<file path="src/rtl/vga_timing_pkg.sv">
// 640x480@60Hz VGA timing constants and the shared coordinate type.
package vga_timing_pkg;

  localparam int H_ACTIVE     = 640;
  localparam int H_FP         = 16;
  localparam int H_SYNC       = 96;
  localparam int H_BP         = 48;
  localparam int H_TOTAL      = H_ACTIVE + H_FP + H_SYNC + H_BP;   // 800
  localparam int H_SYNC_START = H_ACTIVE + H_FP;                   // 656
  localparam int H_SYNC_END   = H_SYNC_START + H_SYNC;             // 752 (exclusive)

  localparam int V_ACTIVE     = 480;
  localparam int V_FP         = 10;
  localparam int V_SYNC       = 2;
  localparam int V_BP         = 33;
  localparam int V_TOTAL      = V_ACTIVE + V_FP + V_SYNC + V_BP;   // 525
  localparam int V_SYNC_START = V_ACTIVE + V_FP;                   // 490
  localparam int V_SYNC_END   = V_SYNC_START + V_SYNC;             // 492 (exclusive)

  // Sync active level: 0 = active-low, as on a standard VGA connector.
  localparam bit SYNC_POL     = 1'b0;

  localparam int COORD_W      = 10;
  typedef logic [COORD_W-1:0] coord_t;

endpackage

</file>
<file path="src/rtl/vga_axis_counter.sv">
// One timing axis: a wrapping position counter, a wrap strobe, and the sync decode.
// The horizontal axis counts every cycle. The vertical axis counts on the horizontal wrap.
module vga_axis_counter
  import vga_timing_pkg::*;
#(
  parameter int TOTAL      = 800,
  parameter int SYNC_START = 656,
  parameter int SYNC_END   = 752,
  parameter bit SYNC_POL   = 1'b0
) (
  input  logic   clk_i,
  input  logic   rst_i,
  input  logic   en_i,
  output coord_t cnt_o,
  output logic   wrap_o,
  output logic   sync_o
);

  localparam coord_t LAST = coord_t'(TOTAL - 1);
  localparam coord_t SS   = coord_t'(SYNC_START);
  localparam coord_t SE   = coord_t'(SYNC_END);

  coord_t cnt_q, cnt_d;
  logic   at_last;

  // Using >= rather than == means an out-of-range value still wraps at the next
  // wrap event, so the counter cannot lock up.
  assign at_last = (cnt_q >= LAST);
  assign wrap_o  = en_i & at_last;

  // Next count: hold when disabled, wrap to zero at the end of the axis, otherwise add one.
  always_comb begin
    cnt_d = cnt_q;
    if (en_i) cnt_d = at_last ? '0 : cnt_q + coord_t'(1);
  end

  // Counter register. Reset has priority over counting.
  always_ff @(posedge clk_i) begin
    if (rst_i) cnt_q <= '0;
    else       cnt_q <= cnt_d;
  end

  // Sync is decoded from the registered count, so it lines up with cnt_o with no latency.
  always_comb begin
    sync_o = ~SYNC_POL;
    if (cnt_q >= SS && cnt_q < SE) sync_o = SYNC_POL;
  end

  assign cnt_o = cnt_q;

endmodule

</file>
<file path="src/rtl/vga_controller.sv">
// VGA timing generator. Free-running x/y pixel counters with hsync/vsync decode.
// Optional feature macro VGA_VIDEO_ON_EN adds the video_on output, which is 1
// inside the visible area (x<H_ACTIVE && y<V_ACTIVE).
module vga_controller
  import vga_timing_pkg::*;
#(
  parameter int H_ACTIVE = vga_timing_pkg::H_ACTIVE,
  parameter int H_FP     = vga_timing_pkg::H_FP,
  parameter int H_SYNC   = vga_timing_pkg::H_SYNC,
  parameter int H_BP     = vga_timing_pkg::H_BP,
  parameter int V_ACTIVE = vga_timing_pkg::V_ACTIVE,
  parameter int V_FP     = vga_timing_pkg::V_FP,
  parameter int V_SYNC   = vga_timing_pkg::V_SYNC,
  parameter int V_BP     = vga_timing_pkg::V_BP,
  parameter bit SYNC_POL = vga_timing_pkg::SYNC_POL
) (
  input  logic   vgaclk,
  input  logic   reset,
  output logic   hsync,
  output logic   vsync,
`ifdef VGA_VIDEO_ON_EN
  output logic   video_on,
`endif
  output coord_t x,
  output coord_t y
);

  localparam int HT = H_ACTIVE + H_FP + H_SYNC + H_BP;
  localparam int VT = V_ACTIVE + V_FP + V_SYNC + V_BP;

  logic h_wrap;

  vga_axis_counter #(
    .TOTAL(HT), .SYNC_START(H_ACTIVE + H_FP),
    .SYNC_END(H_ACTIVE + H_FP + H_SYNC), .SYNC_POL(SYNC_POL)
  ) u_h (
    .clk_i(vgaclk), .rst_i(reset), .en_i(1'b1),
    .cnt_o(x), .wrap_o(h_wrap), .sync_o(hsync)
  );

  // The vertical axis steps only on the cycle the line wraps. Its own wrap strobe
  // marks the frame boundary, which is not needed here.
  vga_axis_counter #(
    .TOTAL(VT), .SYNC_START(V_ACTIVE + V_FP),
    .SYNC_END(V_ACTIVE + V_FP + V_SYNC), .SYNC_POL(SYNC_POL)
  ) u_v (
    .clk_i(vgaclk), .rst_i(reset), .en_i(h_wrap),
    .cnt_o(y), .wrap_o(), .sync_o(vsync)
  );

`ifdef VGA_VIDEO_ON_EN
  // Visible-area decode. It follows x/y directly, so it is 1 in reset at (0,0).
  assign video_on = (x < coord_t'(H_ACTIVE)) && (y < coord_t'(V_ACTIVE));
`endif

endmodule

</file>
<file path="config.mk">
export PLATFORM = sky130hd
export DESIGN_NAME = vga_controller
export DESIGN_NICKNAME = d
export VERILOG_FILES = /design/src/rtl/vga_timing_pkg.sv /design/src/rtl/vga_axis_counter.sv /design/src/rtl/vga_controller.sv
export SDC_FILE = /design/constraint.sdc
export NUM_CORES = 1
export LEC_CHECK = 0
export BUFFER_PORTS_ARGS = -buffer_cell sky130_fd_sc_hd__buf_4
export CAP_MARGIN = 20
export CORE_MARGIN = 2
export CORE_UTILIZATION = 47
export CTS_CLUSTER_SIZE = 40
export DETAILED_ROUTE_END_ITERATION = 10
export GPL_ROUTABILITY_DRIVEN = 0
export PLACE_DENSITY = 0.74
export SKIP_LAST_GASP = 1
export SLEW_MARGIN = 20
export SYNTH_ARGS = -nofsm -noshare
export SYNTH_HDL_FRONTEND = slang
export SYNTH_SLANG_ARGS = --single-unit
export TNS_END_PERCENT = 100
</file>
<file path="constraint.sdc">
create_clock -name vgaclk -period 1.68 [get_ports vgaclk]
set_input_delay 0.084 -clock vgaclk [delete_from_list [all_inputs] [get_ports vgaclk]]
set_output_delay 0.084 -clock vgaclk [all_outputs]
set_load 0.1 [all_outputs]
</file>
After elaboration in Yosys (flattened, before gate mapping)

Index checks and enable logic that the tools add are counted.

Magnitude comparators: 6
Multiplexer cells: 3
Reductions and logical operators: 3
$add $sub $neg: 2

Operator list:

| cell                    | count |
|---|---|
| $ge A10 B10 Y1 const B  | 3 |
| $add A10 B1 Y10 const B | 2 |
| $ge A10 B9 Y1 const B   | 1 |
| $lt A10 B10 Y1 const B  | 1 |
| $lt A10 B9 Y1 const B   | 1 |
| $mux W10                | 1 |
| $logic_and A1 B1 Y1     | 2 |
| $mux W1                 | 2 |
| $reduce_or A2 Y1        | 1 |

Word-level logic and storage cells: 16
Output and inout port bits: 22
Register bits after elaboration: 20
Input bits: 2

Longest topological paths before layout

Depth after elaboration: 3
Depth in mapped cells: 5
Depth with buffers taken out: 5

By module

Synthesis repeated with hierarchy kept, for this count alone.

Cells, all modules: 120
Area, all modules: 1,068.5 sq um

By module, submodules not included:

| module                  | instances | seq. area each (sq um) | cells each | area an instance (sq um) |
|---|---|---|---|---|
| vga_axis_counter at u_h | 1         | 200.2                  | 61         | 540.5 |
| vga_axis_counter at u_v | 1         | 200.2                  | 58         | 524.3 |
| vga_controller          | 1         | 0.0                    | 1          | 3.8 |

Worst setup path before layout

OpenSTA, ideal clock, no wires.

Path kind: register to output
Start point: reg u_h.cnt_q[4] (netlist: u_h.cnt_o[4])
End point: out hsync
Data arrival time: 2.324 ns
Buffers on the path: 1
Path slack: -0.728 ns
Data required time: 1.596 ns
Stages on the path, launching flop included: 5
Cells stage by stage: dfxtp_1 buf_4 nor3_1 a21oi_1 nand4b_1

Longest elaborated chain between the ends: 3
Elaborated cells on any way between the ends: 4
Those cells by class: 2 x order compare; 1 x mux; 1 x reduce/logical

RTL lines:

| element                                          | line                   | text |
|---|---|---|
| from (decl)                                      | vga_axis_counter.sv:23 | `coord_t cnt_q, cnt_d;` |
| from (signal assigned)                           | vga_axis_counter.sv:40 | `else cnt_q <= cnt_d;` |
| $ge A10 B10 Y1 or $lt A10 B10 Y1 (tied branches) | vga_axis_counter.sv:46 | `if (cnt_q >= SS && cnt_q < SE) sync_o = SYNC_POL;` |
| $logic_and A1 B1 Y1 (*)                          | vga_axis_counter.sv:46 |  |
| $mux W1 (*)                                      | vga_axis_counter.sv:46 |  |
| to (decl)                                        | vga_controller.sv:19   | `output logic hsync,` |

Mark *: on every way between the ends. The rest lies on a longest branch, timed or not.

Worst setup path in the final report

Start point: reg u_h.cnt_q[0] (netlist: u_h.cnt_o[0])
End point: reg u_v.cnt_q[0] (netlist: u_v.cnt_o[0])

Longest elaborated chain between the ends: 1

RTL lines:

| element              | line                   | text |
|---|---|---|
| $ge A10 B10 Y1       | vga_axis_counter.sv:28 | `assign at_last = (cnt_q >= LAST);` |
| to (signal assigned) | vga_axis_counter.sv:40 |  |
| to (decl)            | vga_axis_counter.sv:23 |  |

Every way passes these cells.
A chain may end at the register's enable or synchronous reset.

==> reports/metrics.csv <==
metric,value,unit
outcome,completed,
Synth Area in Compound Gates,0.203,
switch share,0.306,
routed len/inst,13.6,µm
Final Hold Vio Count,0,
fin crit share,0.949,
Pins Over Slew Limit,0,
CP Data Required Time,1900,ps
layout cells sized above 1,0.486,
grt total ovfl,0,
final setup vio count,0,
Synthesis Warnings,0,
Clock Tree Root,clkbuf_4,
DR pass1 iterations,4,
initial core utilization,0.488,
reg2reg path depth,5,
syn_nets,122,
"FF+latch count, synth",20,
DRT iter0 DRCs,25,
slowest cell delay on critical path,400,ps
peak supply drop,0.687,mV
adder-cell share of the synthesized area,0.0473,
"Max stage delay cell, worst path",dfxtp_4,
Clk pwr share,0.273,
# diodes,0,
Mapped Area,1060,µm²
combinational share of power,0.153,
pwr dens,632,nW/µm²
Mapped Cells,116,
area occupied by multi-input gates,649,µm²
Num CTS Buffers,3,
DP Cell Count,165,
Worst-Skew Late Latency,300,ps
XOR/XNOR share of the synthesized area,0.0662,
Place WS,34.0,ps
io pins,24,
Clock Path Buffers,2,
fin nets,149,
WP depth,5,
CP top delay family,simple AND/OR/NAND/NOR gates,
global-route wire length before repair,3730,µm
Worst EP arrival,1810,ps
number of global-route vias before repair,850,
"Seq/Total Area, Yosys",0.378,
RR Startpoint,u_h.cnt_o[0]$_SDFF_PP0_,
P_int,599,µW
CTS tree,built,
Synth Flop Type,dfxtp_1,
total wire length,2320,µm
"commonest non-fill, non-tap cells in the layout","buf_4, nor2_1, dfxtp_2",
"reg-to-reg slack, setup",80,ps
total die area,2650,µm²
sequential power share,0.574,
worst clock skew,2.46,ps
HPWL after detailed placement,1630,µm
CP Launch Type,register,
fill cell count,197,
Peak Freq,0.627,GHz
Sink Count,20,
cells along the critical path,ha_4 > and4_2 > o211ai_4 > or3_1 > a21oi_1,
min Tclk post-route,1600,ps
Synth Area per Inst,9.13,µm²
drt via density,5.66,
area grow syn2layout,29.0,%
Total GRT Usage,0.192,
multiplexer area fraction after synthesis,0,
slew margin rel.,0.668,
CP endpoint,u_v.cnt_o[0]$_SDFFE_PP0P_,
post-synth cell types,41,
RR Endpoint,u_v.cnt_o[0]$_SDFFE_PP0P_,
Setup WS post-layout,85.0,ps
Synth Area in Simple Gates,0.268,
Via Count,963,
maxcap violations,0,
Layout Cells excl Fill,170,
CP max FO,6,
worst slew pin tran,493,ps
RSZ-0062 raised after global routing,false,
WS Path Type,register to register,
"most common cell after layout, fill and taps aside",buf_4,
"EDFF count, synth",0,
largest net degree at the start of global routing,12,
chip height,51.5,µm
row cnt,17,
register area,448,µm²
main combinational cell family by area after synthesis,simple AND/OR/NAND/NOR gates,
DRC,0,
# port buffers,23,
LEAKAGE,0.564,nW
CP endpoint kind,register,
core area,2170,µm²
worst min-delay path class,input port to register,
initial antenna violation count,0,
Chip Width,51.5,µm
"antenna viol nets, final",0,
Net Switching,264,µW
async set or reset register ratio after synthesis,0,
Post-CTS Hold Buffers,0,
Bufs and invs on worst path,0,
H-tree levels,1,
clk slew on worst S/H paths,110,ps
Worst setup startpoint,u_h.cnt_o[0]$_SDFF_PP0_,
## power groups by stage
stage / Clock (mW) / Combinational (mW) / Sequential (mW)
floorplan: 0 / 0.0339 / 0.578
global placement: 0 / 0.132 / 0.505
detailed placement: 0 / 0.133 / 0.507
CTS: 0.246 / 0.133 / 0.496
global route: 0.271 / 0.139 / 0.498
finish: 0.235 / 0.132 / 0.495
## through the flow
| stage | instance area, µm² | power (mW) | TNS, ps | hold slack [ps] | utilization |
|---|---|---|---|---|---|
| floorplan | 1130 | 0.612 | -591 | 336 | - |
| global placement | 1320 | 0.638 | 0 | 345 | 0.610 |
| detailed placement | 1320 | 0.640 | 0 | 338 | 0.610 |
| CTS | 1350 | 0.875 | 0 | 6.71 | 0.622 |
| global route | 1370 | 0.908 | 0 | 23.0 | 0.629 |
| finish | 1370 | 0.863 | 0 | 37.0 | 0.629 |
## cells by family after synthesis
family / count (synthesis)
DFF: 20
xor gates and xnor gates: 8
buffers and inverters: 9
AOI/OAI and AO/OA: 24
and+or+nand+nor: 51
adders and majority gates: 4
## routing by layer
metal / up-vias / global-route usage / routed length [µm]
li1: 470 / - / -
met1: 457 / 0.261 / 1080
met2: 30 / 0.265 / 1030
met3: 6 / 0.0556 / 157
met4: 0 / 0.114 / 45
met5: - / 0 / 0
## repair_timing
item                                    4_1_cts  5_1_grt
resized for setup                             0        2
endpoints found under the setup margin        0        6
setup buffers                                 0        1
## cell type report
class / count / share of cell area
multi-input combinational: 87 / 0.476
timing repair buffer: 24 / 0.132
inverter: 7 / 0.0192
clock buffer: 4 / 0.0192
sequential: 20 / 0.328
tap: 28 / 0.0257
## Yosys cell counts, types with 3 or more instances
library cell	instances	area [µm²]
a21oi_1	3	15.0
a22o_2	5	50.1
and3_1	3	18.8
dfxtp_1	20	400
ha_1	4	50.1
inv_1	7	26.3
nand2_1	7	26.3
nand3_1	6	30.0
nor2_1	11	41.3
nor2b_1	3	18.8
nor3_1	4	20.0
o22ai_1	4	25.0
xor2_1	6	52.6
## worst min-delay path by stage
stage	end	slack (ps)	depth (start not counted)	from
finish	u_v.cnt_o[9]$_SDFFE_PP0P_	40	2	reset
global route	u_v.cnt_o[0]$_SDFFE_PP0P_	20	2	reset
CTS	u_v.cnt_o[0]$_SDFFE_PP0P_	7	2	reset
detailed placement	u_v.cnt_o[0]$_SDFFE_PP0P_	340	2	reset
global placement	u_v.cnt_o[0]$_SDFFE_PP0P_	350	2	reset
floorplan	u_v.cnt_o[0]$_SDFFE_PP0P_	340	2	reset
## state kept, by name, summed over array words and instances (netlist names)
| name | cells |
|---|---|
| u_h.cnt_o | 10 |
| u_v.cnt_o | 10 |
Note: power is estimated with default switching activity, not from simulation.
